`config.mk`:
```
export PLATFORM = sky130hd
export DESIGN_NAME = fpu_mul_seq
export DESIGN_NICKNAME = d
export VERILOG_FILES = /design/src/rtl/fpu_pkg.sv /design/src/rtl/fpu_seq_multiplier.sv /design/src/rtl/fpu_mul_seq.sv
export SDC_FILE = /design/constraint.sdc
export NUM_CORES = 1
export LEC_CHECK = 0
export BUFFER_PORTS_ARGS = -buffer_cell sky130_fd_sc_hd__buf_2
export CAP_MARGIN = 20
export CELL_PAD_IN_SITES_DETAIL_PLACEMENT = 1
export CELL_PAD_IN_SITES_GLOBAL_PLACEMENT = 1
export CORE_MARGIN = 2
export CORE_UTILIZATION = 47
export CTS_BUF_LIST = sky130_fd_sc_hd__clkbuf_8 sky130_fd_sc_hd__clkbuf_16
export DETAILED_ROUTE_END_ITERATION = 10
export GPL_TIMING_DRIVEN = 0
export HOLD_SLACK_MARGIN = 0.03
export PLACE_DENSITY = 0.85
export SYNTH_ARGS = -nofsm -noshare
export SYNTH_HDL_FRONTEND = slang
export SYNTH_SLANG_ARGS = --single-unit
```
`constraint.sdc`:
```
create_clock -name clock -period 9.5 [get_ports clock]
set_input_delay 0.95 -clock clock [delete_from_list [all_inputs] [get_ports clock]]
set_output_delay 0.95 -clock clock [all_outputs]
set_load 0.01 [all_outputs]
```
`src/rtl/fpu_pkg.sv`:
```
// Shared FPU coprocessor package.
//   fpuMulSeqState_t : sequencer states of the multi-cycle multiplier
//   condCode_t       : {Z, C, N, V} condition code bundle
//   fpQNaN/fpInf/fpZero : special-value encodings for any EXPW/FRACW,
//                         returned right-aligned in 64 bits (caller truncates)
package fpu_pkg;

  typedef enum logic [1:0] {IDLE, MUL, ROUND, DONE} fpuMulSeqState_t;

  typedef struct packed {
    logic z;
    logic c;
    logic n;
    logic v;
  } condCode_t;

  // Canonical quiet NaN: sign 0, exponent all ones, fraction MSB set.
  function automatic logic [63:0] fpQNaN(input int expw, input int fracw);
    logic [63:0] r;
    r = ((64'd1 << expw) - 64'd1) << fracw;
    r = r | (64'd1 << (fracw - 1));
    return r;
  endfunction

  function automatic logic [63:0] fpInf(input logic sign, input int expw, input int fracw);
    return (((64'd1 << expw) - 64'd1) << fracw) | (64'(sign) << (expw + fracw));
  endfunction

  function automatic logic [63:0] fpZero(input logic sign, input int expw, input int fracw);
    return 64'(sign) << (expw + fracw);
  endfunction

endpackage

```
`src/rtl/fpu_seq_multiplier.sv`:
```
// Unsigned shift-add multiplier, one partial product per cycle.
//   clock, reset : clock, async active-high reset
//   start        : load a/b; the bit-0 partial product is taken on this edge
//   a, b         : W-bit unsigned operands
//   product      : 2W-bit product, stable once done is high
//   done         : all W partial products accumulated (also high when idle)
module fpu_seq_multiplier
  import fpu_pkg::*;
#(
  parameter int W = 11
) (
  input  logic           clock,
  input  logic           reset,
  input  logic           start,
  input  logic [W-1:0]   a,
  input  logic [W-1:0]   b,
  output logic [2*W-1:0] product,
  output logic           done
);
  localparam int CW = $clog2(W + 1);

  logic [2*W-1:0] mcand;
  logic [W-1:0]   mplier;
  logic [CW-1:0]  cnt;

  always_ff @(posedge clock or posedge reset) begin
    if (reset) begin
      mcand   <= '0;
      mplier  <= '0;
      product <= '0;
      cnt     <= '0;
    end else if (start) begin
      // Fold the first partial product into the load so the whole
      // product is ready W-1 edges after start.
      mcand   <= {{(W-1){1'b0}}, a, 1'b0};
      mplier  <= b >> 1;
      product <= b[0] ? {{W{1'b0}}, a} : '0;
      cnt     <= CW'(W - 1);
    end else if (cnt != '0) begin
      if (mplier[0]) product <= product + mcand;
      mcand  <= mcand << 1;
      mplier <= mplier >> 1;
      cnt    <= cnt - CW'(1);
    end
  end

  assign done = (cnt == '0);

endmodule

```
`src/rtl/fpu_mul_seq.sv`:
```
// Sequential IEEE-754-style multiplier, parametrised by EXPW/FRACW.
// Round-to-nearest-even, subnormal in/out, inf/NaN/zero handling.
//   clock, reset     : clock, async active-high reset
//   start            : begin op (honoured only in IDLE or DONE)
//   fpuIn1, fpuIn2   : operands {sign, exp, frac}, latched on accepted start
//   fpuOut           : product, updated on the ROUND->DONE edge only
//   done             : high while in DONE
//   busy             : high in MUL or ROUND
//   condCodes        : {Z, C, N, V}, updated with fpuOut
module fpu_mul_seq
  import fpu_pkg::*;
#(
  parameter int EXPW  = 5,
  parameter int FRACW = 10
) (
  input  logic                  clock,
  input  logic                  reset,
  input  logic                  start,
  input  logic [EXPW+FRACW:0]   fpuIn1,
  input  logic [EXPW+FRACW:0]   fpuIn2,
  output logic [EXPW+FRACW:0]   fpuOut,
  output logic                  done,
  output logic                  busy,
  output logic [3:0]            condCodes
);
  localparam int TW   = 1 + EXPW + FRACW;
  localparam int W    = FRACW + 1;
  localparam int PW   = 2 * W;
  localparam int EW   = EXPW + 2;
  localparam int LW   = $clog2(PW);
  localparam int BIAS = 2**(EXPW-1) - 1;
  localparam logic [EXPW-1:0] EXPMAX = '1;
  localparam logic [TW-1:0]   QNAN   = TW'(fpQNaN(EXPW, FRACW));

  fpuMulSeqState_t state, stateNext;
  logic [TW-1:0]   opA, opB;
  logic            accept, mulDone;
  logic [PW-1:0]   prod;
  condCode_t       ccReg, ccNext;
  logic [TW-1:0]   resNext;

  assign accept = start && (state == IDLE || state == DONE);

  always_ff @(posedge clock or posedge reset) begin
    if (reset) state <= IDLE;
    else       state <= stateNext;
  end

  always_comb begin
    stateNext = state;
    case (state)
      IDLE:    if (start) stateNext = MUL;
      MUL:     if (mulDone) stateNext = ROUND;
      ROUND:   stateNext = DONE;
      DONE:    if (start) stateNext = MUL;
      default: stateNext = IDLE;
    endcase
  end

  always_ff @(posedge clock or posedge reset) begin
    if (reset) begin
      opA    <= '0;
      opB    <= '0;
      fpuOut <= '0;
      ccReg  <= '0;
    end else begin
      if (accept) begin
        opA <= fpuIn1;
        opB <= fpuIn2;
      end
      if (state == ROUND) begin
        fpuOut <= resNext;
        ccReg  <= ccNext;
      end
    end
  end

  assign done      = (state == DONE);
  assign busy      = (state == MUL) || (state == ROUND);
  assign condCodes = ccReg;

  // Significands come straight from the inputs because the multiplier
  // loads on the same edge that latches opA/opB.
  fpu_seq_multiplier #(.W(W)) uMul (
    .clock   (clock),
    .reset   (reset),
    .start   (accept),
    .a       ({|fpuIn1[TW-2 -: EXPW], fpuIn1[FRACW-1:0]}),
    .b       ({|fpuIn2[TW-2 -: EXPW], fpuIn2[FRACW-1:0]}),
    .product (prod),
    .done    (mulDone)
  );

  // Operand classification from the latched copies.
  logic             sgn;
  logic [EXPW-1:0]  eA, eB, effA, effB;
  logic [FRACW-1:0] fA, fB;
  logic             nanA, nanB, infA, infB, zeroA, zeroB;

  assign sgn   = opA[TW-1] ^ opB[TW-1];
  assign eA    = opA[TW-2 -: EXPW];
  assign eB    = opB[TW-2 -: EXPW];
  assign fA    = opA[FRACW-1:0];
  assign fB    = opB[FRACW-1:0];
  assign effA  = (eA == '0) ? EXPW'(1) : eA;
  assign effB  = (eB == '0) ? EXPW'(1) : eB;
  assign nanA  = (eA == EXPMAX) && (fA != '0);
  assign nanB  = (eB == EXPMAX) && (fB != '0);
  assign infA  = (eA == EXPMAX) && (fA == '0);
  assign infB  = (eB == EXPMAX) && (fB == '0);
  assign zeroA = (eA == '0) && (fA == '0);
  assign zeroB = (eB == '0) && (fB == '0);

  logic [LW-1:0]          msb;
  logic [PW-1:0]          norm, denorm;
  logic signed [EW-1:0]   expN;
  logic [EW-1:0]          shAmt, expField;
  logic [EW+FRACW-1:0]    packedRes;
  logic                   denormRes, shSticky, guard, sticky, roundUp, ovf;

  always_comb begin
    msb = '0;
    for (int i = 0; i < PW; i++)
      if (prod[i]) msb = LW'(i);

    // Leading one to the top bit; bit PW-1 is then the hidden bit.
    norm = prod << (LW'(PW - 1) - msb);
    // Biased exponent of the normalised value: 1.0 sits at bit 2*FRACW.
    expN = EW'(effA) + EW'(effB) + EW'(msb) - EW'(BIAS + 2*FRACW);

    denormRes = expN[EW-1] || (expN == '0);
    shAmt     = denormRes ? (EW'(1) - expN) : '0;
    denorm    = norm >> shAmt;
    shSticky  = ((denorm << shAmt) != norm);

    guard   = denorm[PW-1-W];
    sticky  = (|denorm[PW-2-W:0]) | shSticky;
    roundUp = guard & (sticky | denorm[PW-W]);

    // Rounding on the packed {exp, frac} lets a fraction carry bump the
    // exponent and a subnormal carry land on the minimum normal for free.
    expField  = denormRes ? '0 : expN;
    packedRes = {expField, denorm[PW-2 -: FRACW]} + (EW+FRACW)'(roundUp);
    ovf       = packedRes[EW+FRACW-1 -: EW] >= EW'(2**EXPW - 1);

    resNext = {sgn, packedRes[EXPW+FRACW-1:0]};
    ccNext  = '{z: (packedRes == '0), c: guard | sticky, n: sgn, v: 1'b0};

    if (ovf) begin
      resNext = TW'(fpInf(sgn, EXPW, FRACW));
      ccNext  = '{z: 1'b0, c: 1'b1, n: sgn, v: 1'b1};
    end

    if (nanA || nanB || (infA && zeroB) || (zeroA && infB)) begin
      resNext = QNAN;
      ccNext  = '0;
    end else if (infA || infB) begin
      resNext = TW'(fpInf(sgn, EXPW, FRACW));
      ccNext  = '{z: 1'b0, c: 1'b0, n: sgn, v: 1'b0};
    end else if (zeroA || zeroB) begin
      resNext = TW'(fpZero(sgn, EXPW, FRACW));
      ccNext  = '{z: 1'b1, c: 1'b0, n: sgn, v: 1'b0};
    end
  end

endmodule

```
Word-level counts from Yosys, hierarchy flattened
Index checks and enable logic that the tools add are counted.
- register bits after elaboration: 113
- bits in latches: 0
- memory bits (writable): 0
- bits in read-only memories: 0
- memories kept: 0
- add/sub/neg operators: 8
- multiply operators: 0
- div/mod/pow operators: 0
- order comparisons: 1
- eq/ne operators: 8
- shifts and indexed selects: 3
- multiplexer cells: 46
- bitwise gates (word level): 5
- reductions and logical operators: 36
- operator list (cell ; count):
    two-way mux 22 bit ; 5
    two-way mux 5 bit ; 17
    two-way mux 15 bit ; 3
    two-way mux 11 bit ; 3
    two-way mux 4 bit ; 6
    adder 22 bit ; 1
    != test 22 bit ; 1
    << shifter 22 x 5 -> 22 bit ; 1
    << shifter 22 x 7 -> 22 bit ; 1
    right shift 22 x 7 -> 22 bit ; 1
    zero test 10 bit ; 2
    nonzero test 10 bit ; 2
    adder 17 x 1 -> 17 bit ; 1
    zero test 17 bit ; 1
    two-way mux 16 bit ; 1
    two-way mux 7 bit ; 2
    equality test 5 bit, second input constant ; 2
    zero test 5 bit ; 2
    OR reduction 10 bit ; 1
    OR reduction 5 bit ; 2
    logical AND 1 bit ; 9
    two-way mux 3 bit ; 3
    logical OR 1 bit ; 8
    two-way mux 2 bit ; 4
    23 further kinds ; 28

Longest topological paths before layout
- depth in word-level cells: 38
- mapped depth: 35
- gate-level depth less buffers: 29

Modules after synthesis
A second synthesis with hierarchy kept.
- cells, all modules: 1548
- area total of the unflattened synthesis: 12081.6 um^2
- by module, submodules not included (module ; instances ; cells an instance ; area each (um^2) ; sequential area each (um^2)):
    fpu_mul_seq ; 1 ; 1166 ; 8572.0 ; 1326.3
    fpu_seq_multiplier ; 1 ; 382 ; 3509.6 ; 1426.4

Worst setup path after synthesis
No wires, ideal clock.
- path kind: register -> register
- start point: register uMul.product[4]
- end point: register ccReg (netlist bit condCodes[3])
- arrival time: 7504 ps
- required time: 9405 ps
- path slack: 1901 ps
- stages on the path, launching flop included: 31
- path through: dfrtp_1 clkbuf_1 o311a_1 o21ai_1 nand2_1 buf_2 inv_1 fa_1 ha_1 ha_1 fa_1 xnor2_1 o211ai_1 a22o_1 clkbuf_1 a22oi_1 buf_2 clkbuf_1 nor4_1 a2111oi_0 nand2_1 o211ai_1 a41oi_2 a211oi_2 nand3_1 or4_1 a2111oi_2 nand4_1 nor4_2 o21ai_1 o31ai_1
- word-level cells in the longest chain between the ends: 35
- elaborated cells between the ends (all ways): 41
- those cells by class: add/sub: 5; order compare: 1; eq/ne: 1; shift: 3; mux: 24; bitwise: 3; reduce/logical: 4
- ends and longest elaborated chain (item ; RTL line ; RTL):
    start, declared ; fpu_seq_multiplier.sv:17 ; output logic [2*W-1:0] product,
    start signal, assigned ; fpu_seq_multiplier.sv:37 ; product <= b[0] ? {{W{1'b0}}, a} : '0;
    start signal, assigned ; fpu_seq_multiplier.sv:40 ; if (mplier[0]) product <= product + mcand;
    branches (longest 29 deep; another with two-way mux 5 bit) ; n/a ;
    adder 17 x 1 -> 17 bit (*) ; fpu_mul_seq.sv:143 ; packedRes = {expField, denorm[PW-2 -: FRACW]} + (EW+FRACW)'(roundUp);
    greater-or-equal comparator 7 x 5 -> 1 bit or zero test 17 bit (tied branches) ; fpu_mul_seq.sv:144, fpu_mul_seq.sv:147 ;
    two-way mux 4 bit (*) ; fpu_mul_seq.sv:149 ; if (ovf) begin
    two-way mux 4 bit (*) ; fpu_mul_seq.sv:160 ; end else if (zeroA || zeroB) begin
    two-way mux 4 bit (*) ; fpu_mul_seq.sv:157 ; end else if (infA || infB) begin
    two-way mux 4 bit (*) ; fpu_mul_seq.sv:154 ; if (nanA || nanB || (infA && zeroB) || (zeroA && infB)) begin
    end signal, assigned ; fpu_mul_seq.sv:73 ; ccReg <= ccNext;
    end, declared ; fpu_mul_seq.sv:39 ; condCode_t ccReg, ccNext;
Mark *: on every way between the ends.
A chain may end at the register's enable or synchronous reset.

Worst setup path in the final report
- start point: register uMul.product[11]
- end point: register fpuOut[3]
- word-level cells in the longest chain between the ends: 28
- elaborated cells between the ends (all ways): 33
- those cells by class: add/sub: 5; order compare: 1; eq/ne: 1; shift: 3; mux: 17; bitwise: 3; reduce/logical: 3
- ends and longest elaborated chain (item ; RTL line ; RTL):
    branches (longest 22 deep; another with adder 6 x 5 -> 7 bit) ; n/a ;
    adder 17 x 1 -> 17 bit (*) ; fpu_mul_seq.sv:143 ;
    greater-or-equal comparator 7 x 5 -> 1 bit ; fpu_mul_seq.sv:144 ; ovf = packedRes[EW+FRACW-1 -: EW] >= EW'(2**EXPW - 1);
    two-way mux 15 bit (*) ; fpu_mul_seq.sv:149 ;
    two-way mux 15 bit (*) ; fpu_mul_seq.sv:160 ;
    two-way mux 15 bit (*) ; fpu_mul_seq.sv:157 ;
    two-way mux 16 bit (*) ; fpu_mul_seq.sv:154 ;
    end signal, assigned ; fpu_mul_seq.sv:72 ; fpuOut <= resNext;
    end, declared ; fpu_mul_seq.sv:21 ; output logic [EXPW+FRACW:0] fpuOut,
Marked as above.

==> run_results.csv <==
group,metric,value,unit
run_status,status,"completed",
synthesis,synth_edf_count,0,
clocking,clock_path_buffers,2,
synthesis,yosysTopAreaCell,"dfrtp_1",
critical_path,required,9.80,ns
cells_and_area,final_nets,1690,
floorplan,fp.dieW,160,microns
detailed_routing,vias,14727,
critical_path,crit_buf_inv,6,
clocking,cts_sinks,110,
synthesis,synth.distinct_cells,103,
synthesis,yosys_warnings,0,
place,port_buffers,56,
synthesis,synth.yosys.seq_area_share,24.2,%
global_routing,grt_overflow,0,
timing,fmax,107,MHz
synthesis,ys_ff_latch,110,
floorplan,core,23600,sq um
synthesis,synth_top_family_by_area,"compound AO/OA/AOI/OAI gates",
synthesis,synth_compound_area_share,33.0,%
synthesis,synthMuxAreaShare,3.42,%
place,pre_cts_ws,-0.983,ns
critical_path,crit_fanout,10,
synthesis,synthCells,1535,
synthesis,synthAdderAreaFrac,5.32,%
synthesis,yosys-top-cells-area,"dfrtp_1 (24%), nand2_1 (8.0%), a21oi_1 (4.7%), nor2_1 (4.6%), o21ai_0 (4.3%)",
detailed_routing,antenna_left,0,
global_routing,grt_pass1_wl,93.5,mm
timing,fin_skew,0.0125,ns
clocking,cts_buffers,9,
cells_and_area,antenna-diode-count,0,
hold_path,hp-class,"reg2reg",
timing,slew_violations,0,
floorplan,pin_count,57,
timing,tns,0,ns
synthesis,synth_flop_cell,"dfrtp_1",
critical_path,start_kind,"flip-flop",
timing,fin_crit_sh,98.7,%
detailed_routing,wl,61.3,mm
detailed_routing,vias_per_cell,7.61,
clocking,ctsRootBufferMaster,"clkbuf_16",
clocking,clk_pin_slew,0.09,ns
synthesis,synth_top_area_share,24.2,%
job,cap_violations,0,
detailed_routing,drc,0,
clocking,hold_buffers,0,
critical_path,cp.arrival,9.68,ns
clocking,h-tree-depth,3,
synthesis,avgSynthCellArea,7.41,sq um
synthesis,async_reset_ff_share,100,%
synthesis,ys_top_cells_by_count,"nand2_1 (243), nor2_1 (139), dfrtp_1 (110)",
synthesis,yosysMostFrequentCell,"nand2_1",
cells_and_area,fillerInstances,2992,
cells_and_area,layout.cells.non_filler,1935,
global_routing,antenna_found_initial,0,
global_routing,grt_pass1_vias,15230,
global_routing,grt.total_usage,47.2,%
timing,finalCriticalPeriod,9.37,ns
cells_and_area,area_delta_synth_final,11.7,%
timing,rsz0062_at_grt,"yes",
place,dpl.cell_count,1915,
place,place.gp.congestion,1.01,
synthesis,synth_simple_gate_area_share,26.4,%
critical_path,cp_slowest_cell,"fa_1",
timing,tightest_slew,1.20,ns
clocking,cts_tree,"built",
timing,worst_slack,0.126,ns
synthesis,synth-xor-area-share,2.54,%
timing,relSlewSlack,19.7,%
timing,hold_violations,0,
cells_and_area,layout-drive-gt1-share,12.9,%
detailed_routing,drt-pass1-iter-count,6,
critical_path,worst_path_largest_cell_delay,0.66,ns
critical_path,cp-end-kind,"flip-flop",
detailed_routing,wl_per_cell,31.7,microns
timing,setup_violations,0,
timing,fin_hold_ws,0.502,ns
floorplan,dieArea,25500,sq um
floorplan,initial_core_util,48.2,%
synthesis,synth_nets,1614,
synthesis,synthesis.area,11400,sq um
critical_path,path_delay_family,"simple AND/OR/NAND/NOR gates",
critical_path,critical_path_class,"reg2reg",
detailed_routing,drt_iter0_drc,1834,
place,hpwlAfterDp,42.8,mm
clocking,clock_latency,0.37,ns
global_routing,grt_max_degree,60,
floorplan,die_h,160,microns
floorplan,rows,56,
## cell type report
class	count	area (sq um)	area share, %
plain buffers	93	408	3.21
clock buffers	9	225	1.77
clock inverters	7	76.3	0.600
inverters	51	198	1.55
multi-input cells	1278	8280	65.1
flip-flops and latches	110	2750	21.6
well taps	319	399	3.14
repair buffers	68	379	2.98
## worst paths after layout
path	startpoint	endpoint	slack (ns)	cells after the start
hold reg to reg	opB[6]$_DFFE_PP0P_	opB[6]$_DFFE_PP0P_	0.50	2
min in group asynchronous	reset	fpuOut[9]$_DFFE_PP0N_	0.73	2
setup reg to reg	uMul.product[11]$_DFFE_PP0P_	fpuOut[3]$_DFFE_PP0N_	0.13	30
max in group asynchronous	reset	uMul.product[7]$_DFFE_PP0P_	8.01	3
setup / recovery	uMul.product[11]$_DFFE_PP0P_	fpuOut[3]$_DFFE_PP0N_	0.13	30
hold / removal	opB[6]$_DFFE_PP0P_	opB[6]$_DFFE_PP0P_	0.50	2
## flip-flops by register name, indices dropped and copies added, names as in the netlist
register / flops
condCodes: 3
fpuOut: 16
opA: 16
opB: 16
state: 2
uMul.cnt: 4
uMul.mcand: 21
uMul.mplier: 10
uMul.product: 22
## metrics by stage
step	utilization (%)	cell area, sq um
after floorplan	-	11400
after global placement	51.1	12100
after detailed placement	51.3	12100
after CTS	53.2	12600
after global routing	53.9	12700
final	53.9	12700
## layer usage
| metal | GRT usage, % | wire (microns) | vias up |
|---|---|---|---|
| met3 | 10.1 | 6650 | 395 |
| met5 | 0 | 0 | - |
| li1 | - | - | 5938 |
| met4 | 32.5 | 5240 | 0 |
| met2 | 74.7 | 27100 | 1229 |
| met1 | 57.5 | 22300 | 7165 |
## kinds of logic (layout without fill, tap and decap cells)
kind of cell / after synthesis / in the layout
XOR/XNOR: 33 / 33
flip-flops: 110 / 110
multiplexers: 30 / 30
adder cells (fa/ha/maj): 45 / 45
AND/OR/NAND/NOR: 639 / 639
AO/OA/AOI/OAI: 531 / 531
buffers and inverters: 147 / 228
## cell usage in the layout (no fill, tap or decap), types with 21 or more instances in the layout
cell        n
inv_1      47
nor2_1    126
nor3_1     67
xnor2_1    21
a22oi_1    30
nand3_1    54
nand2_1   241
a21oi_1   107
ha_1       38
a31oi_1    24
o211ai_1   26
buf_2      71
dfrtp_1   110
mux2i_1    22
clkbuf_1   60
o21ai_0    96
## repair_timing
action | in CTS | in global routing
buffers inserted | 4 | 2
resized for setup | 32 | 49
pin swaps | 3 | 1
cloned | 0 | 0
endpoints found under the setup margin | 18 | 14
## worst min-delay path: stages (launching register included)
cell and delay [ns]:
dfrtp_1 0.36, nand2_1 0.06, nand2_1 0.06
Power is not shown: default switching activity piles up to over one toggle a cycle in this logic, so the estimate is an artifact.
